File: src/rtl/ex_mem_pkg.sv
// ex_mem_pkg
//  Shared definitions for the MZNM EX/MEM stage register:
//   - default parameter widths
//   - sequencing-phase encodings (PHASE_IDLE, INT_SAVE)
//   - ex_mem_ctrl_t: the five control bits plus the four 2-bit phase/stack fields
//   - is_flag_save(): true when an instruction is the INT flag-save step
package ex_mem_pkg;

    localparam int DATA_W_DEF     = 16;
    localparam int PC_W_DEF       = 32;
    localparam int REG_AW_DEF     = 3;
    localparam int OPC_W_DEF      = 5;
    localparam int CCR_W_DEF      = 4;
    localparam int FLAG_DEPTH_DEF = 4;

    localparam logic [1:0] PHASE_IDLE = 2'b00;
    localparam logic [1:0] INT_SAVE   = 2'b11;

    typedef struct packed {
        logic       mem_read;
        logic       mem_write;
        logic       mem_to_reg;
        logic       reg_write;
        logic       is_push;
        logic [1:0] push_pop;
        logic [1:0] call_phase;
        logic [1:0] ret_phase;
        logic [1:0] int_phase;
    } ex_mem_ctrl_t;

    // A bubble carries no side effects: every control bit and phase is idle.
    localparam ex_mem_ctrl_t CTRL_BUBBLE = '{
        mem_read:   1'b0,
        mem_write:  1'b0,
        mem_to_reg: 1'b0,
        reg_write:  1'b0,
        is_push:    1'b0,
        push_pop:   PHASE_IDLE,
        call_phase: PHASE_IDLE,
        ret_phase:  PHASE_IDLE,
        int_phase:  PHASE_IDLE
    };

    function automatic logic is_flag_save(input logic valid, input logic [1:0] int_phase);
        return valid && (int_phase == INT_SAVE);
    endfunction

endpackage

File: src/rtl/ex_mem_stage_reg_ccr_save_stack.sv
// ccr_save_stack
//  LIFO of saved condition codes for nested interrupts.
//  Ports:
//   clk, rst_n  clock, asynchronous active-low reset (clears entries too)
//   push        write din on top (ignored and flagged via ovf when full)
//   pop         drop the top entry (flagged via udf when empty)
//   din         flags to save
//   top         entry[depth-1], 0 when empty (combinational from storage)
//   depth       entries in use
//   ovf, udf    sticky error flags, cleared only by reset
//  push and pop together on a non-empty stack replace the top entry in place.
//  On an empty stack the push still happens but the pop is reported as udf.
module ccr_save_stack #(
    parameter int CCR_W      = 4,
    parameter int FLAG_DEPTH = 4,
    localparam int DW        = $clog2(FLAG_DEPTH + 1)
) (
    input  logic             clk,
    input  logic             rst_n,
    input  logic             push,
    input  logic             pop,
    input  logic [CCR_W-1:0] din,
    output logic [CCR_W-1:0] top,
    output logic [DW-1:0]    depth,
    output logic             ovf,
    output logic             udf
);

    logic [CCR_W-1:0] mem_q [FLAG_DEPTH];
    logic [CCR_W-1:0] mem_d [FLAG_DEPTH];
    logic [DW-1:0]    depth_q, depth_d;
    logic             ovf_q, ovf_d;
    logic             udf_q, udf_d;
    logic             wr_en;
    logic [DW-1:0]    wr_idx;
    logic             empty, full;

    assign empty = (depth_q == '0);
    assign full  = (depth_q == DW'(FLAG_DEPTH));

    always_comb begin
        depth_d = depth_q;
        ovf_d   = ovf_q;
        udf_d   = udf_q;
        wr_en   = 1'b0;
        wr_idx  = depth_q;
        unique case ({push, pop})
            2'b11: begin
                wr_en = 1'b1;
                if (empty) begin
                    wr_idx  = '0;
                    depth_d = DW'(1);
                    udf_d   = 1'b1;
                end else begin
                    // Replace top in place; depth unchanged even when full.
                    wr_idx = depth_q - DW'(1);
                end
            end
            2'b10: begin
                if (full) begin
                    ovf_d = 1'b1;
                end else begin
                    wr_en   = 1'b1;
                    depth_d = depth_q + DW'(1);
                end
            end
            2'b01: begin
                if (empty) begin
                    udf_d = 1'b1;
                end else begin
                    depth_d = depth_q - DW'(1);
                end
            end
            default: ;
        endcase

        for (int i = 0; i < FLAG_DEPTH; i++) begin
            mem_d[i] = mem_q[i];
            if (wr_en && (wr_idx == DW'(i))) begin
                mem_d[i] = din;
            end
        end
    end

    always_ff @(posedge clk or negedge rst_n) begin
        if (!rst_n) begin
            depth_q <= '0;
            ovf_q   <= 1'b0;
            udf_q   <= 1'b0;
            for (int i = 0; i < FLAG_DEPTH; i++) begin
                mem_q[i] <= '0;
            end
        end else begin
            depth_q <= depth_d;
            ovf_q   <= ovf_d;
            udf_q   <= udf_d;
            for (int i = 0; i < FLAG_DEPTH; i++) begin
                mem_q[i] <= mem_d[i];
            end
        end
    end

    // Select by comparing depth against each slot so no index can run past the array.
    always_comb begin
        top = '0;
        for (int i = 0; i < FLAG_DEPTH; i++) begin
            if (depth_q == DW'(i + 1)) begin
                top = mem_q[i];
            end
        end
    end

    assign depth = depth_q;
    assign ovf   = ovf_q;
    assign udf   = udf_q;

endmodule

File: src/rtl/ex_mem_stage_reg.sv
// ex_mem_stage_reg
//  EX/MEM pipeline register for the MZNM core with valid/stall/flush control
//  and a CCR save stack for nested interrupts.
//  Ports:
//   clk, rst_n           clock, asynchronous active-low reset
//   stall, flush         hold / bubble; flush wins over stall, stall over load
//   in_*                 EX-stage instruction fields
//   out_*                registered copies of in_* (1-cycle latency), out_valid
//   ccr_pop              RTI consumes the top saved flags (acts regardless of stall/flush)
//   out_saved_ccr        top of save stack, 0 when empty
//   out_saved_valid      save stack non-empty
//   out_depth            save-stack entries in use
//   err_overflow/_underflow  sticky stack errors
//  Flags are pushed only on a load edge, so an INT stalled for several cycles
//  is captured exactly once and a flushed INT is never captured.
module ex_mem_stage_reg
    import ex_mem_pkg::*;
#(
    parameter int DATA_W     = DATA_W_DEF,
    parameter int PC_W       = PC_W_DEF,
    parameter int REG_AW     = REG_AW_DEF,
    parameter int OPC_W      = OPC_W_DEF,
    parameter int CCR_W      = CCR_W_DEF,
    parameter int FLAG_DEPTH = FLAG_DEPTH_DEF,
    localparam int DW        = $clog2(FLAG_DEPTH + 1)
) (
    input  logic              clk,
    input  logic              rst_n,
    input  logic              stall,
    input  logic              flush,
    input  logic              in_valid,
    input  logic              in_mem_read,
    input  logic              in_mem_write,
    input  logic              in_mem_to_reg,
    input  logic              in_reg_write,
    input  logic              in_is_push,
    input  logic [1:0]        in_push_pop,
    input  logic [1:0]        in_call_phase,
    input  logic [1:0]        in_ret_phase,
    input  logic [1:0]        in_int_phase,
    input  logic [OPC_W-1:0]  in_opcode,
    input  logic [PC_W-1:0]   in_pc,
    input  logic [DATA_W-1:0] in_alu,
    input  logic [DATA_W-1:0] in_store_data,
    input  logic [REG_AW-1:0] in_rd,
    input  logic [CCR_W-1:0]  in_ccr,
    input  logic              ccr_pop,
    output logic              out_valid,
    output logic              out_mem_read,
    output logic              out_mem_write,
    output logic              out_mem_to_reg,
    output logic              out_reg_write,
    output logic              out_is_push,
    output logic [1:0]        out_push_pop,
    output logic [1:0]        out_call_phase,
    output logic [1:0]        out_ret_phase,
    output logic [1:0]        out_int_phase,
    output logic [OPC_W-1:0]  out_opcode,
    output logic [PC_W-1:0]   out_pc,
    output logic [DATA_W-1:0] out_alu,
    output logic [DATA_W-1:0] out_store_data,
    output logic [REG_AW-1:0] out_rd,
    output logic [CCR_W-1:0]  out_ccr,
    output logic [CCR_W-1:0]  out_saved_ccr,
    output logic              out_saved_valid,
    output logic [DW-1:0]     out_depth,
    output logic              err_overflow,
    output logic              err_underflow
);

    ex_mem_ctrl_t      in_ctrl;
    ex_mem_ctrl_t      ctrl_q, ctrl_d;
    logic              valid_q, valid_d;
    logic [OPC_W-1:0]  opcode_q, opcode_d;
    logic [PC_W-1:0]   pc_q, pc_d;
    logic [DATA_W-1:0] alu_q, alu_d;
    logic [DATA_W-1:0] store_q, store_d;
    logic [REG_AW-1:0] rd_q, rd_d;
    logic [CCR_W-1:0]  ccr_q, ccr_d;
    logic              load;
    logic              ccr_push;

    always_comb begin
        in_ctrl            = CTRL_BUBBLE;
        in_ctrl.mem_read   = in_mem_read;
        in_ctrl.mem_write  = in_mem_write;
        in_ctrl.mem_to_reg = in_mem_to_reg;
        in_ctrl.reg_write  = in_reg_write;
        in_ctrl.is_push    = in_is_push;
        in_ctrl.push_pop   = in_push_pop;
        in_ctrl.call_phase = in_call_phase;
        in_ctrl.ret_phase  = in_ret_phase;
        in_ctrl.int_phase  = in_int_phase;
    end

    assign load     = !flush && !stall;
    assign ccr_push = load && is_flag_save(in_valid, in_int_phase);

    always_comb begin
        ctrl_d   = ctrl_q;
        valid_d  = valid_q;
        opcode_d = opcode_q;
        pc_d     = pc_q;
        alu_d    = alu_q;
        store_d  = store_q;
        rd_d     = rd_q;
        ccr_d    = ccr_q;
        if (flush) begin
            ctrl_d   = CTRL_BUBBLE;
            valid_d  = 1'b0;
            opcode_d = '0;
            pc_d     = '0;
            alu_d    = '0;
            store_d  = '0;
            rd_d     = '0;
            ccr_d    = '0;
        end else if (load) begin
            ctrl_d   = in_ctrl;
            valid_d  = in_valid;
            opcode_d = in_opcode;
            pc_d     = in_pc;
            alu_d    = in_alu;
            store_d  = in_store_data;
            rd_d     = in_rd;
            ccr_d    = in_ccr;
        end
    end

    always_ff @(posedge clk or negedge rst_n) begin
        if (!rst_n) begin
            ctrl_q   <= CTRL_BUBBLE;
            valid_q  <= 1'b0;
            opcode_q <= '0;
            pc_q     <= '0;
            alu_q    <= '0;
            store_q  <= '0;
            rd_q     <= '0;
            ccr_q    <= '0;
        end else begin
            ctrl_q   <= ctrl_d;
            valid_q  <= valid_d;
            opcode_q <= opcode_d;
            pc_q     <= pc_d;
            alu_q    <= alu_d;
            store_q  <= store_d;
            rd_q     <= rd_d;
            ccr_q    <= ccr_d;
        end
    end

    assign out_valid      = valid_q;
    assign out_mem_read   = ctrl_q.mem_read;
    assign out_mem_write  = ctrl_q.mem_write;
    assign out_mem_to_reg = ctrl_q.mem_to_reg;
    assign out_reg_write  = ctrl_q.reg_write;
    assign out_is_push    = ctrl_q.is_push;
    assign out_push_pop   = ctrl_q.push_pop;
    assign out_call_phase = ctrl_q.call_phase;
    assign out_ret_phase  = ctrl_q.ret_phase;
    assign out_int_phase  = ctrl_q.int_phase;
    assign out_opcode     = opcode_q;
    assign out_pc         = pc_q;
    assign out_alu        = alu_q;
    assign out_store_data = store_q;
    assign out_rd         = rd_q;
    assign out_ccr        = ccr_q;

    ccr_save_stack #(
        .CCR_W      (CCR_W),
        .FLAG_DEPTH (FLAG_DEPTH)
    ) u_stack (
        .clk   (clk),
        .rst_n (rst_n),
        .push  (ccr_push),
        .pop   (ccr_pop),
        .din   (in_ccr),
        .top   (out_saved_ccr),
        .depth (out_depth),
        .ovf   (err_overflow),
        .udf   (err_underflow)
    );

    assign out_saved_valid = (out_depth != '0);

endmodule

File: config.mk
export PLATFORM = sky130hd
export DESIGN_NAME = ex_mem_stage_reg
export DESIGN_NICKNAME = d
export VERILOG_FILES = /design/src/rtl/ex_mem_pkg.sv /design/src/rtl/ex_mem_stage_reg_ccr_save_stack.sv /design/src/rtl/ex_mem_stage_reg.sv
export SDC_FILE = /design/constraint.sdc
export NUM_CORES = 1
export LEC_CHECK = 0
export CORE_ASPECT_RATIO = 0.8
export CORE_UTILIZATION = 47
export CTS_BUF_LIST = sky130_fd_sc_hd__clkbuf_16
export CTS_CLUSTER_DIAMETER = 150
export DETAILED_ROUTE_END_ITERATION = 10
export GPL_ROUTABILITY_DRIVEN = 0
export GPL_TIMING_DRIVEN = 0
export HOLD_SLACK_MARGIN = 0.05
export PLACE_DENSITY = 0.92
export SLEW_MARGIN = 30
export SYNTH_ARGS = -nofsm -noshare
export SYNTH_HDL_FRONTEND = slang
export SYNTH_SLANG_ARGS = --single-unit
File: constraint.sdc
create_clock -name clk -period 6.06 [get_ports clk]
set_clock_uncertainty 0.2 [all_clocks]
set_input_delay 1.212 -clock clk [delete_from_list [all_inputs] [get_ports clk]]
set_output_delay 1.212 -clock clk [all_outputs]
set_load 0.02 [all_outputs]
Yosys cells after proc, flatten, opt, wreduce, memory -nomap -nowiden
Cells that the tools add are included.
{"block": "op_classes", "add_sub_neg": 2, "eq_ne": 14, "mux": 28, "n_reduce_logical": 18}
{"operator": "16-bit two-way mux", "n": 4}
{"operator": "32-bit two-way mux", "n": 2}
{"operator": "13-bit two-way mux", "n": 2}
{"operator": "4-bit two-way mux", "n": 6}
{"operator": "3-bit two-way mux", "n": 7}
{"operator": "3-bit by 2-bit == test with 1-bit output, second input constant", "n": 4}
{"operator": "5-bit two-way mux", "n": 2}
{"operator": "3-bit case mux with 3 select lines", "n": 1}
{"operator": "1-bit logical AND", "n": 7}
{"operator": "2-bit == test, second input constant", "n": 3}
{"operator": "3-bit by 1-bit == test with 1-bit output, second input constant", "n": 2}
{"operator": "3-bit logical NOT", "n": 2}
{"operator": "3-bit nonzero test", "n": 2}
{"operator": "2-bit != test, second input constant", "n": 2}
{"operator": "2-bit AND reduction", "n": 2}
{"operator": "4-bit AND reduction", "n": 1}
{"operator": "3-bit by 1-bit adder with 3-bit output, second input constant", "n": 1}
{"operator": "3-bit == test, second input constant", "n": 1}
{"operator": "1-bit two-way mux", "n": 3}
{"operator": "3-bit by 1-bit subtractor with 3-bit output, second input constant", "n": 1}
{"operator": "2-bit by 1-bit == test with 1-bit output, second input constant", "n": 1}
{"operator": "1-bit logical NOT", "n": 2}
{"operator": "2-bit by 1-bit != test with 1-bit output, second input constant", "n": 1}
{"operator": "1-bit case mux with 2 select lines", "n": 1}
{"operator": "2 further kinds", "n": 2}
{"block": "word_totals", "regBits": 111, "wordCells": 85}

Depth between registers and ports, before layout
{"block": "depth", "ltp_word": 7, "mapped_depth": 10}

By module
From an unflattened synthesis, not the netlist that was laid out.
{"block": "hier_totals", "cells_unflattened": 416, "hier_area_um2": 5109.9}
{"module": "ex_mem_stage_reg", "instances": 1, "cells_per_inst": 294, "area_per_inst_um2": 3693.5}
{"module": "ccr_save_stack", "instances": 1, "cells_per_inst": 122, "area_per_inst_um2": 1416.4}

Worst setup path after synthesis
OpenSTA, ideal clock, no wires.
{"block": "synth_path", "kind": "input to register", "start": "input port flush", "end": "register u_stack.mem_q[0] (netlist name)", "setup_time_ns": 0.128, "arrival_time_ns": 3.000, "required_ns": 5.732, "path_slack_ns": 2.733, "cell_stages": 10, "n_path_buf": 2, "path_cell_list": "clkbuf_1 nor2_1 nand4_1 inv_1 ha_1 buf_4 or4b_4 a21oi_4 o21ai_2 mux2_1"}
{"block": "synth_between", "elab_chain_cells": 7, "word_cells_on_any_way": 9, "classes_between": "eq/ne: 3; mux: 2; reduce/logical: 4"}
{"item": "from (decl)", "line": "ex_mem_stage_reg.sv:30", "text": "input logic flush,"}
{"item": "1-bit logical NOT *", "line": "ex_mem_stage_reg.sv:96", "text": "assign load = !flush && !stall;"}
{"item": "1-bit logical AND *", "line": "ex_mem_stage_reg.sv:96"}
{"item": "1-bit logical AND *", "line": "ex_mem_stage_reg.sv:97", "text": "assign ccr_push = load && is_flag_save(in_valid, in_int_phase);"}
{"item": "2-bit == test", "line": "ex_mem_stage_reg_ccr_save_stack.sv:47", "text": "unique case ({push, pop})"}
{"item": "3-bit two-way mux", "line": "ex_mem_stage_reg_ccr_save_stack.sv:47"}
{"item": "3-bit by 2-bit == test with 1-bit output", "line": "ex_mem_stage_reg_ccr_save_stack.sv:79", "text": "if (wr_en && (wr_idx == DW'(i))) begin"}
{"item": "1-bit logical AND *", "line": "ex_mem_stage_reg_ccr_save_stack.sv:79"}
{"item": "to (signal, indexed assignment)", "line": "ex_mem_stage_reg_ccr_save_stack.sv:98", "text": "mem_q[i] <= mem_d[i];"}
{"item": "to (decl)", "line": "ex_mem_stage_reg_ccr_save_stack.sv:29", "text": "logic [CCR_W-1:0] mem_q [FLAG_DEPTH];"}
Every way passes the cells marked *; elsewhere a longest branch is shown, timed or not.
A chain may end at the register's enable or synchronous reset.

Worst setup path in the final report
{"block": "layout_path", "start": "register u_stack.depth_q[0] (netlist: u_stack.depth[0])", "end": "output port out_saved_ccr[0]"}
{"block": "layout_between", "elab_chain_cells": 5, "word_cells_on_any_way": 8, "classes_between": "eq/ne: 4; mux: 4"}
{"item": "from (decl)", "line": "ex_mem_stage_reg_ccr_save_stack.sv:31", "text": "logic [DW-1:0] depth_q, depth_d;"}
{"item": "from (signal assigned)", "line": "ex_mem_stage_reg_ccr_save_stack.sv:94", "text": "depth_q <= depth_d;"}
{"item": "3-bit by 1-bit == test with 1-bit output", "line": "ex_mem_stage_reg_ccr_save_stack.sv:107", "text": "if (depth_q == DW'(i + 1)) begin"}
{"item": "4-bit two-way mux (3 in series)", "line": "ex_mem_stage_reg_ccr_save_stack.sv:107"}
{"item": "4-bit two-way mux *", "line": "ex_mem_stage_reg_ccr_save_stack.sv:107"}
{"item": "to (decl)", "line": "ex_mem_stage_reg.sv:64", "text": "output logic [CCR_W-1:0] out_saved_ccr,"}
Marks and branches as above.

==> flow_metrics.env <==
export IMPL_status="complete, no violations"
export IMPL_ys_warn_count=0
export IMPL_grt_pass1_wl_um=20100
export IMPL_p_leak_uw=0.00342
export IMPL_grt_usage_pct=24.4
export IMPL_ys_async_sr_fraction_pct=100
export IMPL_grt_pass1_vias=4113
export IMPL_worst_pin_slew_ns=0.735
export IMPL_post_dp_hpwl_um=9420
export IMPL_power_switching_uw=628
export IMPL_grt_start_max_net_pins=73
export IMPL_arrival_ns=2.84
export IMPL_clock_latency_ns=0.34
export IMPL_avgSynthCellArea_um2=11.9
export IMPL_max_slew_margin_rel_pct=51.0
export IMPL_dr_pass1_iters=4
export IMPL_die_w_um=116
export IMPL_end_kind="primary output"
export IMPL_clock_path_buffers=2
export IMPL_synth_cells=409
export IMPL_start_util_pct=49.5
export IMPL_crit_fanout=11
export IMPL_syn_nets=514
export IMPL_fin_crit_ns=4.25
export IMPL_max_freq_mhz=235
export IMPL_p_per_area_nw_per_um2=281
export IMPL_cts_buffers=9
export IMPL_hold_viol_final=0
export IMPL_synth_edff_count=0
export IMPL_hold_slack_ns=0.264
export IMPL_cts_resized=0
export IMPL_pwr_share_seq_pct=42.7
export IMPL_setup_violations_final=0
export IMPL_routed_wl_um=12700
export IMPL_cts_sinks=111
export IMPL_vias_per_cell=5.09
export IMPL_p_total_uw=2050
export IMPL_portBuffers=192
export IMPL_drt_iter0_markers=162
export IMPL_cap_violations=0
export IMPL_n_fill_cell=682
export IMPL_combPwrFrac_pct=28.5
export IMPL_finalNonFillerCells=754
export IMPL_die_area_um2=10800
export IMPL_crit_type="reg -> out"
export IMPL_post_drt_wl_per_cell_um=16.9
export IMPL_area_delta_synth_final_pct=49.5
export IMPL_clockPowerShare_pct=28.8
export IMPL_core_um2=9850
export IMPL_slew_violations=0
export IMPL_cts_tree="built"
export IMPL_diodes=0
export IMPL_fp_row_count=32
export IMPL_vias=3835
export IMPL_dp_cells=738
export IMPL_cts_hold_fix_buffers=0
export IMPL_grt_overflow=0
export IMPL_tns_ns=0
export IMPL_antenna_found_initial=0
export IMPL_swShare_pct=30.6
export IMPL_cp_start_kind="register"
export IMPL_clkTransAtPathRegs_ns=0.07
export IMPL_yosysUniqueCellTypes=33
export IMPL_hp_class="reg -> reg"
export IMPL_synth_seq_cells=111
export IMPL_drive_above_1_share_pct=7.28
export IMPL_syn_cell_area_um2=4870
export IMPL_ios=195
export IMPL_design_area_um2=7280
export IMPL_cts_root_buf="clkbuf_16"
export IMPL_final_cell_mix="clkdlybuf4s50_1 (191), dfrtp_1 (111), nor2_1 (96), mux2i_1 (92)"
export IMPL_post_cts_buffers=0
export IMPL_die_y_um=93.1
export IMPL_final_nets=718
export IMPL_finalCritPeriodShare_pct=70.1
export IMPL_grt_setup_unrepaired="false"
export IMPL_largest_reg_flops=32
export IMPL_internal_power_uw=1420
export IMPL_ir_worst_vdd_uv=209
export IMPL_antenna_left=0
export IMPL_htreeDepth=3
export IMPL_yosysSeqAreaShare_pct=57.0
export IMPL_drc=0
export IMPL_synth_main_ff_cell="dfrtp_1"
export IMPL_final_common_cell="clkdlybuf4s50_1"
export IMPL_placed_area_um2=6990
export IMPL_cp_required_ns=4.65
## worst paths after layout
path | cells past startpoint | startpoint | slack (ns) | to
hold reg to reg | 1 | u_stack.ovf$_DFFE_PN0P_ | 0.26 | u_stack.ovf$_DFFE_PN0P_
setup reg to reg | 6 | u_stack.depth[0]$_DFFE_PN0P_ | 3.51 | u_stack.mem_q[3]$_DFFE_PN0P_
hold / removal | 1 | u_stack.ovf$_DFFE_PN0P_ | 0.26 | u_stack.ovf$_DFFE_PN0P_
max in group asynchronous | 2 | rst_n | 4.35 | out_pc[26]$_DFFE_PN0P_
setup / recovery | 7 | u_stack.depth[0]$_DFFE_PN0P_ | 1.81 | out_saved_ccr[0]
min in group asynchronous | 1 | rst_n | 0.67 | out_pc[15]$_DFFE_PN0P_
## per-stage QoR
| step | util (%) | setup slack, ns |
|---|---|---|
| final | 73.9 | 1.81 |
| after global routing | 73.9 | 1.59 |
| after CTS | 73.9 | 1.81 |
| after detailed placement | 70.9 | 2.07 |
| after global placement | 70.7 | -0.465 |
| after floorplan | - | 2.73 |
## final cells by class
| cell class | instances | area [um^2] | share of cell area [%] |
|---|---|---|---|
| Inverter | 6 | 22.5 | 0.309 |
| Sequential cell | 111 | 2780 | 38.1 |
| Clock inverter | 7 | 72.6 | 0.996 |
| Clock buffer | 9 | 225 | 3.09 |
| Timing Repair Buffer | 193 | 1940 | 26.7 |
| Tap cell | 136 | 170 | 2.34 |
| Multi-Input combinational cell | 269 | 1970 | 27.0 |
| Buffer | 23 | 103 | 1.41 |
## metal layers
layer / track usage (%) / up-vias / share of wire, %
met3: 6.48 / 21 / 6.1
met4: 7.80 / 0 / 2.0
met2: 41.9 / 136 / 50
li1: - / 1798 / -
met5: 0 / - / 0
met1: 29.7 / 1880 / 42
## critical path, cell delays in order, from the launching register on
cell,delay [ns]
dfrtp_1,0.55
ha_1,0.23
ha_1,0.14
buf_1,0.35
nor2b_1,0.37
a22oi_1,0.11
o21ai_0,0.12
clkdlybuf4s50_1,0.63
## synth_stat cells, types with 2 or more instances
master    number  share of area [%]
clkbuf_1      11               0.85
nand3b_1       5               0.77
a21oi_1       11                1.1
ha_1          10                2.6
buf_2         10                1.0
mux2_1         8                1.8
nand2_1        4               0.31
dfrtp_1      111                 57
mux2_2        10                2.3
a21o_1         2               0.31
nor2b_1        2               0.26
inv_1          6               0.46
o21ai_0        5               0.51
a22oi_1        4               0.62
nand2b_1       2               0.26
nor2_1        96                7.4
o21bai_1       3               0.46
mux2i_1       92                 19
o21ai_2        2               0.36
a21oi_2        2               0.36
## power by group through the flow
| stage | logic (uW) | registers (uW) | clock network, uW |
|---|---|---|---|
| after detailed placement | 584 | 887 | 0 |
| after global placement | 564 | 881 | 0 |
| after floorplan | 261 | 929 | 0 |
| after global routing | 631 | 884 | 632 |
| after CTS | 587 | 873 | 602 |
| final | 585 | 875 | 591 |
## cells by family after synthesis
kind of cell / Yosys count / share of synthesized area (%)
AND/OR/NAND/NOR: 115 / 10.0
flip-flops: 111 / 57.0
multiplexers: 110 / 23.1
AO/OA/AOI/OAI: 34 / 4.78
buffers and inverters: 29 / 2.57
adder cells (fa/ha/maj): 10 / 2.57
No activity file was read; power rests on OpenSTA's default activity.
